## config.mk

```make
export PLATFORM = sky130hd
export DESIGN_NAME = replay_ack_gen
export DESIGN_NICKNAME = d
export VERILOG_FILES = /design/src/rtl/replay_ack_gen_pkg.sv /design/src/rtl/replay_ack_gen_ack_coalescer.sv /design/src/rtl/replay_ack_gen.sv
export SDC_FILE = /design/constraint.sdc
export NUM_CORES = 1
export LEC_CHECK = 0
export BUFFER_PORTS_ARGS = -buffer_cell sky130_fd_sc_hd__clkbuf_2
export CAP_MARGIN = 30
export CORE_MARGIN = 4
export CORE_UTILIZATION = 31
export CTS_BUF_LIST = sky130_fd_sc_hd__clkbuf_8 sky130_fd_sc_hd__clkbuf_16
export DETAILED_ROUTE_END_ITERATION = 6
export PLACE_DENSITY = 0.5
export SLEW_MARGIN = 10
export SYNTH_ARGS = -nofsm -noshare
export SYNTH_HDL_FRONTEND = slang
export SYNTH_SLANG_ARGS = --single-unit
```

## constraint.sdc

```tcl
create_clock -name clk -period 6.5 [get_ports clk]
set_clock_uncertainty 0.05 [all_clocks]
set_input_delay 0.325 -clock clk [delete_from_list [all_inputs] [get_ports clk]]
set_output_delay 0.325 -clock clk [all_outputs]
set_load 0.01 [all_outputs]
```

## src/rtl/replay_ack_gen_pkg.sv

```systemverilog
// Shared types for the receive-side replay ack generator (replay_ack_gen).
// AckGenOut mirrors the ack/ack_count/nack fields of the transmit ReplayBufferIn.
package replay_ack_gen_pkg;

  localparam int ack_count_width = 4;

  typedef enum logic [1:0] {
    RUN,
    NACK_SEND,
    RECOVER
  } AckGenState;

  typedef struct packed {
    logic                       ack;
    logic [ack_count_width-1:0] ack_count;
    logic                       nack;
  } AckGenOut;

  // Bits needed to hold values 0..max_value, never less than one.
  function automatic int counter_width(input int max_value);
    return (max_value < 2) ? 1 : $clog2(max_value + 1);
  endfunction

endpackage

```

## src/rtl/replay_ack_gen_ack_coalescer.sv

```systemverilog
// Pending-ack counter and idle timer: emits a registered ack with its count on the
// coalescing threshold, on an idle timeout, or when the top asks for a flush.
module replay_ack_gen_ack_coalescer
  import replay_ack_gen_pkg::*;
#(
  parameter int seq_width    = 4,
  parameter int ack_coalesce = 4,
  parameter int ack_timeout  = 32
) (
  input  logic                 clk,
  input  logic                 nreset,
  input  logic                 accept,
  input  logic                 flush,
  output logic                 ack,
  output logic [seq_width-1:0] ack_count
);

  localparam int idle_width = counter_width(ack_timeout);
  localparam logic [idle_width-1:0] idle_last = idle_width'(ack_timeout - 1);
  localparam logic [seq_width-1:0] coalesce_level = seq_width'(ack_coalesce);

  logic [seq_width-1:0]  pending;
  logic [seq_width-1:0]  pending_sum;
  logic [idle_width-1:0] idle_cnt;
  logic                  fire;

  assign pending_sum = pending + seq_width'(accept);

  // A timeout or flush with nothing outstanding must stay silent.
  assign fire = (accept && (pending_sum == coalesce_level)) ||
                ((pending != '0) && (flush || (idle_cnt == idle_last)));

  always_ff @(posedge clk or negedge nreset) begin
    if (!nreset) begin
      pending   <= '0;
      idle_cnt  <= '0;
      ack       <= 1'b0;
      ack_count <= '0;
    end else begin
      ack       <= fire;
      ack_count <= fire ? pending_sum : '0;
      if (fire) begin
        pending  <= '0;
        idle_cnt <= '0;
      end else if (accept) begin
        pending  <= pending_sum;
        idle_cnt <= '0;
      end else if (idle_cnt != idle_last) begin
        idle_cnt <= idle_cnt + 1'b1;
      end
    end
  end

endmodule

```

## src/rtl/replay_ack_gen.sv

```systemverilog
// Receive-side link stage: sequence check, drop-until-replay recovery, ack/nack return.
// Optional build macro ACK_GEN_PARITY_EN: in_packet MSB is even parity over the rest.
module replay_ack_gen
  import replay_ack_gen_pkg::*;
#(
  parameter int packet_width = 64,
  parameter int seq_width    = 4,
  parameter int ack_coalesce = 4,
  parameter int ack_timeout  = 32,
  parameter int nack_timeout = 64
) (
  input  logic                    clk,
  input  logic                    nreset,
  input  logic                    in_valid,
  input  logic [packet_width-1:0] in_packet,
  output logic                    in_ready,
  output logic                    out_valid,
  output logic [packet_width-1:0] out_packet,
  input  logic                    out_ready,
  output logic                    ack,
  output logic [seq_width-1:0]    ack_count,
  output logic                    nack
);

  localparam int rec_width = counter_width(nack_timeout);
  localparam logic [rec_width-1:0] rec_last = rec_width'(nack_timeout - 1);

  AckGenState           state;
  AckGenState           state_next;
  logic [seq_width-1:0] expected_seq;
  logic [rec_width-1:0] rec_cnt;
  logic                 nack_q;
  logic                 xfer;
  logic                 parity_ok;
  logic                 pkt_good;
  logic                 accept;
  logic                 flush;
  logic                 coal_ack;
  logic [seq_width-1:0] coal_count;
  AckGenOut             link_out;

  assign in_ready = !out_valid || out_ready;
  assign xfer     = in_valid && in_ready;

`ifdef ACK_GEN_PARITY_EN
  assign parity_ok = ~^in_packet;
`else
  assign parity_ok = 1'b1;
`endif

  assign pkt_good = (in_packet[seq_width-1:0] == expected_seq) && parity_ok;
  // Packets arriving while the nack is being issued are dropped even if in order.
  assign accept   = xfer && pkt_good && (state != NACK_SEND);
  assign flush    = xfer && !pkt_good && (state == RUN);

  always_comb begin
    state_next = state;
    case (state)
      RUN:       if (flush) state_next = NACK_SEND;
      NACK_SEND: state_next = RECOVER;
      RECOVER: begin
        if (accept)                  state_next = RUN;
        else if (rec_cnt == rec_last) state_next = NACK_SEND;
      end
      default:   state_next = RUN;
    endcase
  end

  // rec_cnt starts at zero in NACK_SEND so successive nacks are nack_timeout apart.
  always_ff @(posedge clk or negedge nreset) begin
    if (!nreset) begin
      state   <= RUN;
      rec_cnt <= '0;
      nack_q  <= 1'b0;
    end else begin
      state  <= state_next;
      nack_q <= (state == NACK_SEND);
      if (state_next == RECOVER) rec_cnt <= rec_cnt + 1'b1;
      else                       rec_cnt <= '0;
    end
  end

  always_ff @(posedge clk or negedge nreset) begin
    if (!nreset) begin
      expected_seq <= '0;
      out_valid    <= 1'b0;
      out_packet   <= '0;
    end else begin
      if (accept) begin
        expected_seq <= expected_seq + 1'b1;
        out_valid    <= 1'b1;
        out_packet   <= in_packet;
      end else if (out_ready) begin
        out_valid <= 1'b0;
      end
    end
  end

  replay_ack_gen_ack_coalescer #(
    .seq_width   (seq_width),
    .ack_coalesce(ack_coalesce),
    .ack_timeout (ack_timeout)
  ) u_coalescer (
    .clk      (clk),
    .nreset   (nreset),
    .accept   (accept),
    .flush    (flush),
    .ack      (coal_ack),
    .ack_count(coal_count)
  );

  assign link_out.ack       = coal_ack;
  assign link_out.ack_count = ack_count_width'(coal_count);
  assign link_out.nack      = nack_q;

  assign ack       = link_out.ack;
  assign ack_count = seq_width'(link_out.ack_count);
  assign nack      = link_out.nack;

endmodule

```

After elaboration in Yosys (flattened, before gate mapping)
Cells that the tools add are included.
{"block": "op_classes", "div_mod_pow": 0, "n_shift": 0, "addsub": 4, "n_mux": 13, "bitwise": 0, "eq_ne": 9, "mul": 0, "n_reduce_logical": 17, "order_cmp": 0}
{"cell": "$mux W6", "count": 3}
{"cell": "$mux W4", "count": 3}
{"cell": "$add A7 B1 Y7 const B", "count": 1}
{"cell": "$eq A7 B6 Y1 const B", "count": 1}
{"cell": "$logic_and A1 B1 Y1", "count": 7}
{"cell": "$mux W7", "count": 1}
{"cell": "$add A6 B1 Y6 const B", "count": 1}
{"cell": "$eq A6 B5 Y1 const B", "count": 1}
{"cell": "$mux W2", "count": 3}
{"cell": "$ne A6 B5 Y1 const B", "count": 1}
{"cell": "$pmux W2 S3", "count": 1}
{"cell": "$add A4 B1 Y4", "count": 1}
{"cell": "$add A4 B1 Y4 const B", "count": 1}
{"cell": "$eq A2 B2 Y1 const B", "count": 2}
{"cell": "$eq A4 B3 Y1 const B", "count": 1}
{"cell": "$eq A4 B4 Y1", "count": 1}
{"cell": "$reduce_bool A2 Y1", "count": 2}
{"cell": "$reduce_bool A4 Y1", "count": 1}
{"cell": "$logic_or A1 B1 Y1", "count": 3}
{"cell": "$reduce_bool A3 Y1", "count": 1}
{"cell": "$eq A2 B1 Y1 const B", "count": 1}
{"cell": "$logic_not A1 Y1", "count": 2}
{"cell": "$logic_not A2 Y1", "count": 1}
{"cell": "$mux W1", "count": 2}
{"cell": "$ne A2 B1 Y1 const B", "count": 1}
{"block": "totals", "mem_bits_ro": 0, "regBits": 94, "out_inout_bits": 72, "ramBits": 0, "latchBits": 0, "mem_count": 0}

Logic depth before layout (Yosys ltp)
Gate-level depths: netlist (run 1).
{"block": "depth", "depth_word": 10, "depth_mapped": 13, "depth_no_buf": 10}

Modules after synthesis
Synthesis (run 1) repeated with hierarchy kept, for this count alone.
{"block": "hier_totals", "hier_cells": 268, "hier_area_um2": 3906.2}
{"module": "replay_ack_gen", "area_per_inst_um2": 3090.5, "instances": 1, "cells_per_inst": 196}
{"module": "replay_ack_gen_ack_coalescer", "area_per_inst_um2": 815.8, "instances": 1, "cells_per_inst": 72}

Least setup slack after synthesis (run 1)
Ideal clock, no wire load.
{"block": "synth_timing", "kind": "reg2reg", "start": "register out_valid", "end": "register u_coalescer.ack", "arrival_ps": 2545, "n_path_buf": 3, "setup_time_ps": 65, "required_ps": 6385, "stages_incl_launch_ff": 14, "slack_ps": 3840, "path_cell_list": "dfrtp_1 -> nand2b_1 -> nand3_1 -> or2_1 -> buf_6 -> inv_6 -> buf_8 -> buf_8 -> ha_1 -> ha_1 -> a211oi_1 -> nand2_1 -> o22ai_1 -> a21o_1"}
{"block": "synth_via", "elab_chain_cells": 9, "elab_cells_between_ends": 13}
{"item": "from (decl)", "line": "replay_ack_gen.sv:17", "text": "output logic out_valid,"}
{"item": "from (signal assigned)", "line": "replay_ack_gen.sv:86", "text": "out_valid <= 1'b0;"}
{"item": "from (signal assigned)", "line": "replay_ack_gen.sv:91", "text": "out_valid <= 1'b1;"}
{"item": "from (signal assigned)", "line": "replay_ack_gen.sv:94", "text": "out_valid <= 1'b0;"}
{"item": "$logic_not A1 Y1 (*)", "line": "replay_ack_gen.sv:42", "text": "assign in_ready = !out_valid || out_ready;"}
{"item": "$logic_or A1 B1 Y1 (*)", "line": "replay_ack_gen.sv:42"}
{"item": "net in_ready", "line": "replay_ack_gen.sv:16", "text": "output logic in_ready,"}
{"item": "$logic_and A1 B1 Y1 (*)", "line": "replay_ack_gen.sv:43", "text": "assign xfer = in_valid && in_ready;"}
{"item": "$logic_and A1 B1 Y1 (*) (2 in a row)", "line": "replay_ack_gen.sv:53", "text": "assign accept = xfer && pkt_good && (state != NACK_SEND);"}
{"item": "net accept", "line": "replay_ack_gen.sv:36", "text": "logic accept;"}
{"item": "$add A4 B1 Y4", "line": "replay_ack_gen_ack_coalescer.sv:27", "text": "assign pending_sum = pending + seq_width'(accept);"}
{"item": "$eq A4 B3 Y1", "line": "replay_ack_gen_ack_coalescer.sv:30", "text": "assign fire = (accept && (pending_sum == coalesce_level)) ||"}
{"item": "$logic_and A1 B1 Y1 (*)", "line": "replay_ack_gen_ack_coalescer.sv:30"}
{"item": "$logic_or A1 B1 Y1 (*)", "line": "replay_ack_gen_ack_coalescer.sv:30"}
{"item": "net u_coalescer.fire", "line": "replay_ack_gen_ack_coalescer.sv:25", "text": "logic fire;"}
{"item": "to (signal assigned)", "line": "replay_ack_gen_ack_coalescer.sv:40", "text": "ack <= fire;"}
{"item": "to (decl)", "line": "replay_ack_gen_ack_coalescer.sv:14", "text": "output logic ack,"}
The timed path passes the listed nets; every way through them passes the cells marked *.
A chain may end at the register's enable or synchronous reset.

Final worst setup path (run 1)
{"block": "layout_timing", "start": "register expected_seq[1]", "end": "register u_coalescer.pending[2]"}
{"block": "layout_via", "elab_chain_cells": 8, "elab_cells_between_ends": 15}
{"item": "from (decl)", "line": "replay_ack_gen.sv:30", "text": "logic [seq_width-1:0] expected_seq;"}
{"item": "from (signal assigned)", "line": "replay_ack_gen.sv:90", "text": "expected_seq <= expected_seq + 1'b1;"}
{"item": "$eq A4 B4 Y1 (*)", "line": "replay_ack_gen.sv:51", "text": "assign pkt_good = (in_packet[seq_width-1:0] == expected_seq) && parity_ok;"}
{"item": "$logic_and A1 B1 Y1 or $logic_not A1 Y1 (tied branches)", "line": "replay_ack_gen.sv:53, replay_ack_gen.sv:54"}
{"item": "$logic_and A1 B1 Y1 (on tied branches)", "line": "replay_ack_gen.sv:53, replay_ack_gen.sv:54"}
{"item": "$add A4 B1 Y4 or $logic_and A1 B1 Y1 (tied branches)", "line": "replay_ack_gen_ack_coalescer.sv:27, replay_ack_gen.sv:54"}
{"item": "$eq A4 B3 Y1 or $logic_or A1 B1 Y1 (tied branches)", "line": "replay_ack_gen_ack_coalescer.sv:30, replay_ack_gen_ack_coalescer.sv:31"}
{"item": "$logic_and A1 B1 Y1 (on tied branches)", "line": "replay_ack_gen_ack_coalescer.sv:30, replay_ack_gen_ack_coalescer.sv:31"}
{"item": "$logic_or A1 B1 Y1", "line": "replay_ack_gen_ack_coalescer.sv:30"}
{"item": "$mux W4 or $reduce_bool A2 Y1 (tied branches)"}
{"item": "to (signal assigned)", "line": "replay_ack_gen_ack_coalescer.sv:46", "text": "pending <= pending_sum;"}
{"item": "to (decl)", "line": "replay_ack_gen_ack_coalescer.sv:22", "text": "logic [seq_width-1:0] pending;"}
Every way passes the cells marked *; elsewhere a longest branch is shown, timed or not. The select of a mux whose other input is x is not followed.

==> summary.txt, run 1 <==
run status: finished clean
Sinks on Clock Net: 94
placeable core region: 12100 um^2
HPWL after DPL: 5640 um
number of endpoints failing setup at the final stage: 0
Worst Path Class, Setup: register to register
power density normalized to cell area: 441 nW/um^2
Iteration-0 DRC Markers: 149
largest family of logic cells by synthesized area: multiplexers
number of I/O port buffers: 139
CTS root buffer: clkbuf_16
proportion of register bits with asynchronous set or reset after synthesis: 1.00
slowest library cell on the worst path: inv_6
worst slew pin tran: 0.815 ns
Tightest Hold Check Type: primary input to register
library cell appearing most often on the critical path: ha_1
Int Power: 1.54 mW
worst slack on hold paths: 0.151 ns
number of primary I/O pins: 140
final count of pins violating max slew: 0
Yosys warnings: 0
post-route setup slack: 3.12 ns
largest net degree at the start of global routing: 70
syn nets: 353
RD Place Congestion: 0.728
remaining antenna violation count: 0
fraction of synthesized cell area in xor and xnor cells: 0.0294
Final Hold Fails: 0
share of synthesized area occupied by flip-flops and latches: 0.607
combinational power share: 0.315
maximum number of buffers from clock root to sink: 2
antenna diode instance count: 0
Avg Synthesized Cell Area: 13.8 um^2
Cell Chain, Critical Path: xnor2_1, nand4_1, or2_1, inv_6, ha_1, ha_1, a211oi_1, nor2_1, o21ai_0, a21oi_1
initial antenna violation count: 0
wire length of the first global-routing pass: 13300 um
count of cell types in the netlist: 38
via count of the first global-routing pass: 2702
Clock transition at path regs: 0.06 ns
clock share of power: 0.253
H-Tree Level Count: 3
final critical path time including I/O delays and setup: 3.38 ns
tightest slew margin relative to the limit: 0.457
CP max FO: 69
share of the clock period used by the worst path: 0.521
height of the die: 120 um
Routed wire per std cell: 13.3 um
proportion of synthesized area in mux cells: 0.194
post-CTS setup buffer count: 0
vias: 2616
fraction of final layout cells sized beyond drive strength 1: 0.536
Area Growth Syn to Fin: 30.1%
global-route usage over all layers: 0.118
Placement Setup Slack: 3.06 ns
setup_tns: 0 ns
CTS tree: done
grt ovf: 0
sw frac: 0.308
number of flip-flops and latches in the synthesized netlist: 94
area leader, netlist: dfrtp_1
total of max-cap violations: 0
Data required, critical path: 6.64 ns
simple-gate area share of the yosys netlist: 0.0859
peak clock frequency supported by timing: 295 MHz
cell family with the largest share of critical-path delay: compound AO/OA/AOI/OAI gates
Setup crit end kind: register
highest ir drop seen on vdd: 0.216 mV
Lkg Pwr: 2.53 nW
number of standard cells after synthesis: 280
most frequent standard cell in the layout excluding fill and tap cells: clkbuf_2
share of power burned in registers: 0.432
area of the die: 14300 um^2
net switching power figure: 0.684 mW
startpoint kind of the worst setup timing path: register
Worst-Skew Late Latency: 0.34 ns
Initial Utilization: 0.320
compound-gate portion of the synthesized area: 0.0336
synthesized area: 3870 um^2
die width: 120 um
CP bufs+invs: 1
wirelength, routed: 7870 um
RSZ-0062 raised after global routing: no
post-cts hold buffer count: 1
Synth top area share: 0.607
cells taking the most area after synthesis: dfrtp_1 (61%), mux2_2 (18%), xnor2_1 (2.3%), ha_1 (1.6%), nand2_1 (1.4%)
quantity of gates resized following cts: 0
longest individual stage delay on the worst path: 0.54 ns
leading register cell type out of synthesis: dfrtp_1
synthesized-area fraction occupied by adder cells: 0.0162
Nets: 493
count of flip-flops with a built-in enable after synthesis: 0
Std-Cell Rows: 40
arrival time reported for the critical path endpoint: 3.52 ns
via-per-instance ratio: 4.41
total power draw: 2.22 mW
number of detailed-routing iterations run before antenna repair: 4
Num CTS Buffers: 9
DRC Markers: 0
most used cells in the layout excluding fill and tap cells: clkbuf_2 (138), dfrtp_1 (94), mux2_2 (62), nand2_1 (14)
[Yosys cell counts (3+ instances only)]
| cell | count |
|---|---|
| or3_1 | 3 |
| nor2_2 | 6 |
| buf_4 | 5 |
| xnor2_1 | 10 |
| and3_1 | 3 |
| mux2i_1 | 3 |
| nor2_1 | 10 |
| nand2b_1 | 4 |
| dfrtp_1 | 94 |
| o21ai_0 | 5 |
| a21oi_1 | 7 |
| mux2_2 | 62 |
| ha_1 | 5 |
| buf_6 | 3 |
| nand2_1 | 14 |
| nand4_1 | 3 |
| xor2_1 | 3 |
| nand3_1 | 10 |
| and2_1 | 3 |
[cells by family (layout without fill, tap and decap cells)]
family                     Yosys count  after routing
xor gates and xnor gates            13             13
AOI/OAI and AO/OA                   21             21
adders and majority gates            5              5
and+or+nand+nor                     64             64
DFF                                 94             94
buffers and inverters               16            161
muxes                               67             67
[power by group through the flow]
| stage | clock, mW | combinational (mW) | sequential (mW) |
|---|---|---|---|
| detailed placement | 0 | 0.717 | 0.973 |
| CTS | 0.586 | 0.717 | 0.964 |
| global placement | 0 | 0.710 | 0.967 |
| floorplan | 0 | 0.324 | 1.06 |
| finish | 0.561 | 0.700 | 0.960 |
| global route | 0.611 | 0.779 | 0.999 |
[cell type report]
| type | instances | area [um^2] |
|---|---|---|
| Clock inverter | 6 | 86.3 |
| Clock buffer | 10 | 239 |
| Inverter | 3 | 16.3 |
| Multi-Input combinational cell | 170 | 1390 |
| Sequential cell | 94 | 2350 |
| Tap cell | 168 | 210 |
| Fill cell | 1179 | 7070 |
| Timing Repair Buffer | 142 | 743 |
[state kept, by name, indices dropped and copies added, names as in the netlist]
signal and flops:
u_coalescer.idle_cnt 6, u_coalescer.ack_count 4, u_coalescer.ack 1, out_packet 64, nack 1, expected_seq 4, u_coalescer.pending 4, out_valid 1
rec_cnt 7, state 2
[final timing paths]
path	startpoint	endpoint	slack [ns]	depth (start not counted)
setup / recovery	expected_seq[1]	u_coalescer.pending[2]	3.12	10
hold / removal	in_packet[10]	out_packet[10]	0.15	2
setup reg to reg	expected_seq[1]	u_coalescer.pending[2]	3.12	10
hold reg to reg	rec_cnt[0]	rec_cnt[0]	0.40	1
max in group asynchronous	nreset	out_packet[1]	5.19	4
min in group asynchronous	nreset	out_packet[42]	0.38	2
[routing by layer]
metal,GRT usage,part of all wire,vias to the layer above
li1,-,-,1253
met1,0.139,0.44,1244
met2,0.190,0.47,111
met3,0.0533,0.079,8
met4,0.0408,0.015,0
met5,0,0,-
[through the flow]
step | cell area (um^2) | utilization | cells
2_1_floorplan | 3870 | - | 280
3_3_place_gp | 4670 | 0.386 | 575
3_5_place_dp | 4670 | 0.386 | 575
4_1_cts | 5010 | 0.414 | 592
5_1_grt | 5040 | 0.416 | 593
6_report | 5040 | 0.416 | 593
No activity file was read; power rests on OpenSTA's default activity.
==> inputs of run 2 (changes only) <==
ABC_AREA = 1   (was unset)
PLACE_DENSITY = 0.52   (was 0.5)
clock period = 2.8 ns   (was 6.5 ns; I/O delays follow)
==> summary.txt, run 2 <==
post-route setup slack: 0.376 ns (-2.74 ns)
area leader, netlist: dfrtp_1
top cell types by occurrence after synthesis: nand2_1 (222), dfrtp_1 (94), inv_1 (21)
maximum number of buffers from clock root to sink: 2 (unchanged)
post-CTS setup buffer count: 0 (unchanged)
final count of pins violating max slew: 0 (unchanged)
Std-Cell Rows: 40 (unchanged)
number of I/O port buffers: 139 (unchanged)
area of the die: 14200 um^2 (-1.3%)
biggest regs: out_packet (64), rec_cnt (7), u_coalescer.idle_cnt (6)
total of max-cap violations: 0 (unchanged)
placeable core region: 12000 um^2 (-0.83%)
count of flip-flops with a built-in enable after synthesis: 0 (unchanged)
via-per-instance ratio: 4.24 (-3.9%)
die width: 119 um (-0.65%)
arrival time reported for the critical path endpoint: 2.64 ns (-0.88 ns)
highest ir drop seen on vdd: 0.359 mV (+66%)
peak clock frequency supported by timing: 412 MHz
Area Growth Syn to Fin: 45.5%
syn nets: 504 (+43%)
Data required, critical path: 3.01 ns (-3.63 ns)
quantity of gates resized following cts: 0 (unchanged)
final critical path time including I/O delays and setup: 2.42 ns
HPWL after DPL: 6220 um (+10%)
most used cells in the layout excluding fill and tap cells: nand2_1 (222), clkbuf_2 (138), dfrtp_1 (94), dlygate4sd3_1 (62), inv_1 (22)
post-cts hold buffer count: 62 (+61)
Iteration-0 DRC Markers: 169 (+13%)
fin cells: 782 (+32%)
global-route usage over all layers: 0.140 (+0.0223)
height of the die: 119 um (-0.65%)
fraction of final layout cells sized beyond drive strength 1: 0.255 (-0.281)
power density normalized to cell area: 907 nW/um^2 (+110%)
worst slew pin tran: 0.707 ns (-0.108 ns)
largest register by flop count: out_packet
cells taking the most area after synthesis: dfrtp_1 (62%), nand2_1 (22%), xor2_1 (2.3%), inv_1 (2.1%), buf_2 (1.8%)
cell count after placement: 706 (+23%)
Placement Setup Slack: 0.439 ns (-2.62 ns)
RSZ-0062 raised after global routing: no
Synth top area share: 0.616 (+0.00856)
Nets: 705 (+43%)
Setup crit end kind: register
wire length of the first global-routing pass: 16200 um (+22%)
via count of the first global-routing pass: 3367 (+25%)
count of cell types in the netlist: 20 (-47%)
wirelength, routed: 9490 um (+21%)
number of flip-flops and latches in the synthesized netlist: 94 (unchanged)
initial antenna violation count: 0 (unchanged)
Tightest Hold Check Type: primary input to register
setup_tns: 0 ns (unchanged)
Worst-Skew Late Latency: 0.33 ns (about the same)
Num CTS Buffers: 9 (unchanged)
Final Hold Fails: 0 (unchanged)
number of primary I/O pins: 140 (unchanged)
reg2reg setup slack: 0.43 ns (-2.69 ns)
Lkg Pwr: 3.08 nW (+22%)
Sinks on Clock Net: 94 (unchanged)
DRC Markers: 0 (unchanged)
number of standard cells after synthesis: 431 (+54%)
leading register cell type out of synthesis: dfrtp_1
grt ovf: 0 (unchanged)
Routed wire per std cell: 12.1 um (-8.5%)
run status: finished clean
RD Place Congestion: 0.743 (+2.0%)
startpoint kind of the worst setup timing path: primary input
Avg Synthesized Cell Area: 8.86 um^2 (-36%)
CTS root buffer: clkbuf_16
proportion of register bits with asynchronous set or reset after synthesis: 1.00 (unchanged)
total power draw: 5.04 mW (+130%)
final-layout fill cell count: 1178 (-0.085%)
most numerous cell in the Yosys netlist: nand2_1
remaining antenna violation count: 0 (unchanged)
Worst Path Class, Setup: primary input to register
Clock transition at path regs: 0.06 ns (about the same)
vias: 3315 (+27%)
CTS tree: done
Yosys warnings: 0 (unchanged)
CP max FO: 3 (-96%)
largest net degree at the start of global routing: 95 (+36%)
share of the clock period used by the worst path: 0.866
max FFs per register: 64 (unchanged)
worst-case reg-to-reg path depth: 15 (+5)
Hold Path Cell Cnt: 3 (+1)
number of detailed-routing iterations run before antenna repair: 4 (unchanged)
share of synthesized area occupied by flip-flops and latches: 0.616 (+0.00856)
number of endpoints failing setup at the final stage: 0 (unchanged)
H-Tree Level Count: 3 (unchanged)
antenna diode instance count: 0 (unchanged)
synthesized area: 3820 um^2 (-1.4%)
most frequent standard cell in the layout excluding fill and tap cells: nand2_1
Initial Utilization: 0.318 (-0.00181)
tightest slew margin relative to the limit: 0.529 (+0.0721)
==> run 2: report_power, final <==
part	total, mW	internal, mW	leakage [nW]	switching, mW
clock	1.13	0.660	0.142	0.472
combinational	1.70	0.711	1.74	0.993
sequential	2.21	1.90	1.20	0.305
==> run 2: metrics by stage <==
stage          utilization  hold slack, ns  instance area (um^2)
2_1_floorplan            -          -0.206                  3820
3_3_place_gp         0.388           0.188                  4660
3_5_place_dp         0.388           0.184                  4660
4_1_cts              0.463         0.00275                  5560
5_1_grt              0.463          0.0173                  5560
6_report             0.463          0.0145                  5560
==> run 2: path summary, 6_finish.rpt <==
path                                                  to            start
worst min register to register                rec_cnt[0]       rec_cnt[0]
max in group asynchronous                 out_packet[44]           nreset
min in group asynchronous                 out_packet[60]           nreset
worst min-delay path                       out_packet[3]     in_packet[3]
worst max-delay path            u_coalescer.ack_count[2]     in_packet[0]
worst max register to register  u_coalescer.ack_count[2]  expected_seq[0]
==> run 2: routing by layer <==
layer,GRT usage,share of wire,up-vias
met5,0,0,-
met4,0.0579,0.016,0
met3,0.0313,0.044,11
met2,0.228,0.47,75
met1,0.180,0.47,1511
li1,-,-,1718
==> run 2: cell type report <==
cell class                 instances  area (um^2)  area share
clock buffer                      12          267      0.0480
clock inverter                     2         8.76     0.00158
tap                              147          184      0.0331
timing repair buffer             205         1360       0.245
sequential                        94         2350       0.423
multi-input combinational        298         1290       0.233
inverter                          24         90.1      0.0162
==> run 2: kinds of logic after synthesis <==
family / share of synthesized area
buffers and inverters: 0.0449
xor gates and xnor gates: 0.0252
DFF: 0.616
and+or+nand+nor: 0.269
AOI/OAI and AO/OA: 0.0288
adders and majority gates: 0.0164
==> run 2: worst max-delay path, stage by stage <==
cell and delay, ns:
dlygate4sd3_1 0.56, clkbuf_2 0.14, inv_1 0.04, nand2_1 0.05
nand2_1 0.05, nor2_1 0.14, nand3b_1 0.19, nor2_4 0.15
ha_1 0.18, ha_1 0.16, xor2_1 0.24, nand2_1 0.09
nor2_1 0.17, nand2_1 0.09, nand2_1 0.11, inv_1 0.07
nor2_1 0.09
==> inputs of run 3 (changes only) <==
PLACE_DENSITY = 0.5   (was 0.52)
clock period = 3 ns   (was 2.8 ns; I/O delays follow)
==> summary.txt, run 3 (synthesis results as in run 2) <==
Iteration-0 DRC Markers: 157 (-7.1%)
sw frac: 0.365 (+0.0140)
antenna diode instance count: 0 (unchanged)
placeable core region: 12000 um^2 (unchanged)
max FFs per register: 64 (unchanged)
number of primary I/O pins: 140 (unchanged)
Initial Utilization: 0.318 (unchanged)
total of max-cap violations: 0 (unchanged)
M1 GR Usage: 0.178 (-0.00209)
net switching power figure: 1.73 mW (-2.1%)
Worst-Skew Late Latency: 0.34 ns (about the same)
post-CTS setup buffer count: 0 (unchanged)
power density normalized to cell area: 853 nW/um^2 (-6.0%)
final count of pins violating max slew: 0 (unchanged)
most used cells in the layout excluding fill and tap cells: nand2_1 (222), clkbuf_2 (138), dfrtp_1 (94), dlygate4sd3_1 (62), inv_1 (21)
Std-Cell Rows: 40 (unchanged)
run status: finished clean
Tightest Hold Check Type: primary input to register
number of detailed-routing iterations run before antenna repair: 6 (+2)
via count of the first global-routing pass: 3519 (+4.5%)
number of I/O port buffers: 139 (unchanged)
RSZ-0062 raised after global routing: no
die width: 119 um (unchanged)
vias: 3383 (+2.1%)
placed standard-cell area: 4660 um^2 (-0.11%)
M3 GR Usage: 0.0313 (unchanged)
CTS root buffer: clkbuf_16
fraction of final layout cells sized beyond drive strength 1: 0.260 (+0.00507)
share of the clock period used by the worst path: 0.816
grt ovf: 0 (unchanged)
initial antenna violation count: 0 (unchanged)
final critical path time including I/O delays and setup: 2.45 ns
clock share of power: 0.231 (+0.007)
number of endpoints failing setup at the final stage: 0 (unchanged)
cell count after placement: 707 (+0.14%)
wirelength, routed: 9880 um (+4.0%)
Nets: 706 (+0.14%)
HPWL after DPL: 6550 um (+5.2%)
RD Place Congestion: 0.755 (+1.6%)
Num CTS Buffers: 9 (unchanged)
largest register by flop count: out_packet
slowest library cell on the worst path: dfrtp_1
highest ir drop seen on vdd: 0.253 mV (-29%)
wire length of the first global-routing pass: 16700 um (+2.9%)
GRT busiest layer: met2
most frequent standard cell in the layout excluding fill and tap cells: nand2_1
share of power burned in registers: 0.437 (about the same)
Clock transition at path regs: 0.07 ns (about the same)
longest individual stage delay on the worst path: 0.43 ns (-0.13 ns)
launching element of the worst setup path: expected_seq[0]
tightest slew margin relative to the limit: 0.544 (+0.0155)
Setup crit end kind: register
worst slew pin tran: 0.682 ns (-0.0243 ns)
arrival time reported for the critical path endpoint: 2.67 ns (+0.03 ns)
maximum number of buffers from clock root to sink: 2 (unchanged)
DRC Markers: 0 (unchanged)
post-route setup slack: 0.552 ns (+0.176 ns)
remaining antenna violation count: 0 (unchanged)
Area Growth Syn to Fin: 45.8%
Cell Chain, Critical Path: inv_2, nand2_1, nand2_1, nor2_1, nand3b_1, nor2_4, ha_1, ha_1, xor2_1, nand2_1, nor2_1, nand2_1, nand2_1, inv_1, nor2_1
peak clock frequency supported by timing: 408 MHz
post-route cell area: 5570 um^2 (+0.16%)
combinational power share: 0.332 (-0.006)
largest net degree at the start of global routing: 66 (-31%)
worst reg2reg path startpoint: expected_seq[0]
Data required, critical path: 3.23 ns (+0.22 ns)
CTS tree: done
Routed wire per std cell: 12.6 um (+3.6%)
fin cells: 785 (+0.38%)
H-Tree Level Count: 3 (unchanged)
Int Power: 3.01 mW (-7.9%)
setup_tns: 0 ns (unchanged)
final-layout fill cell count: 1163 (-1.3%)
startpoint kind of the worst setup timing path: register
biggest regs: out_packet (64), rec_cnt (7), u_coalescer.idle_cnt (6)
height of the die: 119 um (unchanged)
grt met2 use: 0.237 (+0.00954)
Worst Path Class, Setup: register to register
Final Hold Fails: 0 (unchanged)
library cell appearing most often on the critical path: nand2_1
Sinks on Clock Net: 94 (unchanged)
Min-Delay Startpoint: in_packet[2]
area of the die: 14200 um^2 (unchanged)
Placement Setup Slack: 0.606 ns (+0.166 ns)
CP max FO: 8 (+5)
global-route usage over all layers: 0.144 (+0.00443)
via-per-instance ratio: 4.31 (+1.7%)
Lkg Pwr: 3.08 nW (about the same)
[run 3: cell count changes in the layout (fill, tap and decap cells not counted), moves of 2 or more]
cell      before  now
buf_4          4    6
clkbuf_8       3    0
clkinv_4       0    3
inv_6          0    3
[run 3: power groups by stage]
stage          logic, mW  registers (mW)  clock network (mW)
2_1_floorplan      0.696            2.25                   0
3_3_place_gp        1.53            2.08                   0
3_5_place_dp        1.54            2.09                   0
4_1_cts             1.61            2.07                1.14
5_1_grt             1.79            2.14                1.20
6_report            1.58            2.07                1.10
[run 3: layer usage]
metal | routed length [um] | up-vias
met5 | 0 | -
met4 | 300 | 0
met3 | 356 | 22
met2 | 4670 | 91
met1 | 4540 | 1545
li1 | - | 1725
[run 3: critical path, delay by kind of cell (launching register included)]
| kind | cells | cell delay [ns] |
|---|---|---|
| buf+inv | 2 | 0.12 |
| flops | 1 | 0.43 |
| simple gates | 10 | 1.16 |
| fa+ha+maj | 2 | 0.38 |
| xor+xnor | 1 | 0.23 |
[run 3: per-stage QoR]
step                hold WS [ns]  utilization  power [mW]
floorplan                 -0.196            -        2.94
global placement           0.185        0.388        3.61
detailed placement         0.188        0.388        3.64
CTS                      0.00605        0.463        4.82
global route              0.0306        0.463        5.13
finish                    0.0207        0.463        4.75
[run 3: area by class of cell]
type | instances | area (um^2) | share of cell area
Timing Repair Buffer | 206 | 1360 | 0.244
Tap cell | 147 | 184 | 0.0330
Sequential cell | 94 | 2350 | 0.423
Clock buffer | 9 | 225 | 0.0405
Inverter | 24 | 90.1 | 0.0162
Clock inverter | 7 | 63.8 | 0.0115
Multi-Input combinational cell | 298 | 1290 | 0.233
[run 3: path summary, 6_finish.rpt]
| path | depth (start not counted) | slack [ns] | end |
|---|---|---|---|
| worst max-delay path | 15 | 0.55 | u_coalescer.ack_count[1] |
| worst min register to register | 1 | 0.41 | rec_cnt[0] |
| min in group asynchronous | 2 | 0.32 | out_packet[60] |
| worst max register to register | 15 | 0.55 | u_coalescer.ack_count[1] |
| max in group asynchronous | 3 | 1.81 | out_packet[37] |
| worst min-delay path | 3 | 0.02 | out_packet[2] |
[run 3: what timing repair did]
action | CTS | global route
gates resized for setup | 0 | 0
hold buffers | 62 | 0
endpoints found under the hold margin | 111 | 0
